[config.mk]
export PLATFORM = sky130hd
export DESIGN_NAME = register_file_2r1w
export DESIGN_NICKNAME = d
export VERILOG_FILES = /design/src/rtl/register_file_2r1w.sv
export SDC_FILE = /design/constraint.sdc
export NUM_CORES = 1
export LEC_CHECK = 0
export ABC_AREA = 1
export CORE_MARGIN = 2
export CORE_UTILIZATION = 50
export CTS_CLUSTER_DIAMETER = 200
export DETAILED_ROUTE_END_ITERATION = 8
export PLACE_DENSITY_LB_ADDON = 0.2
export SLEW_MARGIN = 15
export SYNTH_ARGS = -nofsm -noshare
export SYNTH_HDL_FRONTEND = slang
export SYNTH_SLANG_ARGS = --single-unit
export TNS_END_PERCENT = 50
[constraint.sdc]
create_clock -name clk -period 1.4 [get_ports clk]
set_input_delay 0.28 -clock clk [delete_from_list [all_inputs] [get_ports clk]]
set_output_delay 0.28 -clock clk [all_outputs]
set_load 0.01 [all_outputs]
[src/rtl/register_file_2r1w.sv]
// 32x16 register file with two registered read ports and one write port.
// A read that hits the address being written on the same edge returns the new data.

module register_file_2r1w_rdport #(
  parameter int DATA_W = 16,
  parameter int ADDR_W = 5
) (
  input  logic                                   clk,
  input  logic                                   rst_n,
  input  logic [(1<<ADDR_W)-1:0][DATA_W-1:0]     mem,
  input  logic [ADDR_W-1:0]                      rdAddr,
  input  logic                                   rdEn,
  input  logic                                   wrEn,
  input  logic [ADDR_W-1:0]                      wrAddr,
  input  logic [DATA_W-1:0]                      wrData,
  output logic [DATA_W-1:0]                      rdData
);
  logic             bypass;
  logic [DATA_W-1:0] nextData;

  // Write-first: the array still holds the old value on this edge, so forward.
  assign bypass   = wrEn && (wrAddr == rdAddr);
  assign nextData = bypass ? wrData : mem[rdAddr];

  always_ff @(posedge clk or negedge rst_n) begin
    if (!rst_n)    rdData <= '0;
    else if (rdEn) rdData <= nextData;
  end
endmodule

module register_file_2r1w #(
  parameter int DATA_W = 16,
  parameter int ADDR_W = 5
) (
  input  logic              clk,
  input  logic              rst_n,
  input  logic [ADDR_W-1:0] read_addA,
  input  logic [ADDR_W-1:0] read_addB,
  input  logic [ADDR_W-1:0] write_addC,
  input  logic [DATA_W-1:0] write_dataC,
  input  logic              enable_A,
  input  logic              enable_B,
  input  logic              enable_C,
  output logic [DATA_W-1:0] read_dataA,
  output logic [DATA_W-1:0] read_dataB
);
  localparam int DEPTH  = 1 << ADDR_W;
  localparam int NUM_RD = 2;

  logic [DEPTH-1:0][DATA_W-1:0]  mem;
  logic [NUM_RD-1:0][ADDR_W-1:0] rdAddr;
  logic [NUM_RD-1:0]             rdEn;
  logic [NUM_RD-1:0][DATA_W-1:0] rdData;

  always_ff @(posedge clk or negedge rst_n) begin
    if (!rst_n)        mem <= '0;
    else if (enable_C) mem[write_addC] <= write_dataC;
  end

  assign rdAddr = {read_addB, read_addA};
  assign rdEn   = {enable_B, enable_A};

  for (genvar p = 0; p < NUM_RD; p++) begin : g_rd
    register_file_2r1w_rdport #(.DATA_W(DATA_W), .ADDR_W(ADDR_W)) u_rd (
      .clk    (clk),
      .rst_n  (rst_n),
      .mem    (mem),
      .rdAddr (rdAddr[p]),
      .rdEn   (rdEn[p]),
      .wrEn   (enable_C),
      .wrAddr (write_addC),
      .wrData (write_dataC),
      .rdData (rdData[p])
    );
  end

  assign read_dataA = rdData[0];
  assign read_dataB = rdData[1];
endmodule

==> results_dict.tcl <==
set metrics [dict create \
    outcome "finished with violations" \
    failed_checks "setup timing" \
    dieArea_mm2 0.0626 \
    synthTopCellsByArea "dfrtp_1 45%, nand2_1 22%, nand3_1 14%" \
    syn_area_per_cell_um2 6.78 \
    p_per_area_mw_per_mm2 1270 \
    switching_power_w 0.0158 \
    maxCapViolations 0 \
    io_pins 68 \
    peakVddDrop_v 0.00112 \
    reg2reg_depth 10 \
    p_leak_nw 18.7 \
    seqPwrFrac 0.428 \
    setup_viol_count_final 33 \
    combPwrFrac 0.243 \
    grt_remaining_overflow 0 \
    hp-class "primary input to async pin" \
    ys_warn_count 0 \
    drive_gt1_frac 0.162 \
    relSlewSlack 0.645 \
    multi_input_area_mm2 0.0153 \
    cts_tree "yes" \
    rsz0062_at_grt "true" \
    p_int_w 0.0328 \
    clock_path_buffers 3 \
    h-tree-depth 2 \
    synth_nets 4504 \
    io_buffers 67 \
    p_clk_frac 0.329 \
    gp_congestion 1.04 \
    clkTransAtPathRegs_ps 60 \
    dp_cells 5354 \
    drc 0 \
    fillers 5338 \
    die_y_um 250 \
    setup_ws_ps -120 \
    synth_cell_types 19 \
    seq_area_frac_synth 0.449 \
    finalCriticalPeriod_ps 1520 \
    fin_area_mm2 0.0383 \
    antenna_found_initial 6 \
    fin_cells 5510 \
    fp-row-count 90 \
    critPathMaxFanout 2 \
    grt_pass1_wl_um 176000 \
    worst_setup_path_end_kind "primary output" \
    wirelength_um 114000 \
    yosysTopAreaCell "dfrtp_1" \
    critPathKind "flop to primary output" \
    fin_crit_sh 1.09 \
    critical_path_buf_inv_count 1 \
    grt_max_degree 73 \
    cts_buffers 60 \
    r2r_slack_ps -10 \
    syn_area_mm2 0.0303 \
    utilization 0.638 \
    place_ws_ps -753 \
    cp_slowest_cell "dfrtp_1" \
    fin_nets 4712 \
    synth-seq-cells 544 \
    p_total_w 0.0485 \
    worst_ep_arrival_time_ps 1240 \
    r2r_end "g_rd[0].u_rd.rdData[8]" \
    cts-root-buf "clkbuf_16" \
    grt_usage 0.362 \
    maxSlewViolCount 0 \
    routedWlPerCell_um 20.7 \
    reg2reg_from "mem[296]" \
    drt_iter0_drc 3426 \
    insertion_delay_ps 650 \
    cp_top_family "flip-flops" \
    drtPass1Iterations 6 \
    path_cells "buf_2" \
    clock_sinks 544 \
    dp_hpwl_um 75500 \
    worst_pin_slew_ps 533 \
    hold_violations 0 \
    fmax_ghz 0.658 \
    initial_core_util 0.504 \
    grt_pass1_vias 29988 \
    die_w_um 250 \
    synth_cells 4468 \
    area_delta_synth_final_pct 26.5 \
    placed_cell_area_mm2 0.0354 \
    skew_ps 25.7 \
    ant_nets 0 \
    core_mm2 0.0601 \
    required_ps 1120 \
    slowest_delay_ps 440 \
    switching_share 0.325 \
    yosys.area.top_type_share 0.449 \
    vias 31874 \
    vias_per_cell 5.78 \
    regArea_mm2 0.0136 \
    start_kind "flop" \
]
==> layout by cell type (no fill, tap or decap), types with 18 or more instances in the layout <==
cell and n:
a21oi_1 40, buf_12 140, buf_2 28, buf_4 312
clkbuf_16 63, clkdlybuf4s50_1 18, clkinv_2 19, dfrtp_1 543
inv_1 178, nand2_1 1746, nand2_2 64, nand3_1 773
nand3_2 49, nand3_4 24, nor2_1 115, o211ai_1 18
o21ai_0 484
==> registers in the layout (all words and copies together), names as in the netlist <==
| name | count |
|---|---|
| mem | 512 |
| g_rd.u_rd.rdData | 32 |
==> what timing repair did <==
item / in CTS / in global routing
hold endpoints to repair: 466 / 0
buffers inserted: 11 / 29
setup endpoints to repair: 92 / 283
hold buffers: 1 / 0
gates resized for setup: 186 / 136
gates cloned: 0 / 2
pin swaps: 9 / 69
==> stage by stage <==
stage                     TNS [ps]  hold WS [ps]
after floorplan               -381         -15.6
after global placement     -317760           108
after detailed placement   -336170           108
after CTS                    -2270          30.9
after global routing         -2620          48.5
final                        -1840          42.7
==> worst reg2reg max path: stages (launching register included) <==
cell and delay, ps:
dfrtp_1 380, nand2_1 70, nand3_1 70, nand3_1 100, nand2_1 110, nand2_2 140, nand3_4 130, nand2_1 90
nand2_1 90, nand2_1 80, nand2_1 40
==> per-layer routing <==
metal  vias up  global-route usage  wire length (µm)
li1      14862                   -                 -
met1     14823               0.489             44700
met2      1791               0.545             49900
met3       394              0.0753             12600
met4         4               0.200              6600
met5         -                   0                28
==> worst max path at each step <==
stage | startpoint | endpoint | slack (ps) | depth (start not counted)
finish | g_rd[0].u_rd.rdData[5] | read_dataA[5] | -120 | 1
global route | g_rd[1].u_rd.rdData[10] | read_dataB[10] | -120 | 1
CTS | g_rd[0].u_rd.rdData[14] | read_dataA[14] | -130 | 1
detailed placement | read_addA[4] | g_rd[0].u_rd.rdData[1] | -750 | 10
global placement | read_addA[4] | g_rd[0].u_rd.rdData[1] | -750 | 10
floorplan | write_addC[3] | mem[227] | -9 | 7
==> cells in the mapped netlist (all sizes together) <==
library cell and count:
nand2 1814, nand3 846, dfrtp 544, o21ai 498, clkbuf 257, inv 190
buf 118, nor2 116, a21oi 42, o211ai 18, nor3 12, o22ai 6
clkinv 5, nor4 2
==> cell type report <==
type / instances / share of cell area
diodes: 4 / 0.000261
clock buffers: 88 / 0.0466
clock inverters: 22 / 0.00434
inverters: 195 / 0.0198
multi-input cells: 3354 / 0.398
flip-flops and latches: 544 / 0.355
well taps: 782 / 0.0255
repair buffers: 521 / 0.150
==> power groups by stage <==
stage | Clock, W | Sequential, W | Combinational [W]
after floorplan | 0 | 0.0205 | 0.00661
after global placement | 0 | 0.0209 | 0.0107
after CTS | 0.0161 | 0.0207 | 0.0112
after detailed placement | 0 | 0.0209 | 0.0110
final | 0.0160 | 0.0208 | 0.0118
after global routing | 0.0167 | 0.0212 | 0.0132
==> cell families (layout without fill, tap and decap cells) <==
group	count (synthesis)	count (layout)	synth area share
AO/OA/AOI/OAI	564	564	0.0948
buffers and inverters	570	826	0.0732
flip-flops	544	544	0.449
other	0	4	0
AND/OR/NAND/NOR	2790	2790	0.383
Power figures use the tool's default switching activity.
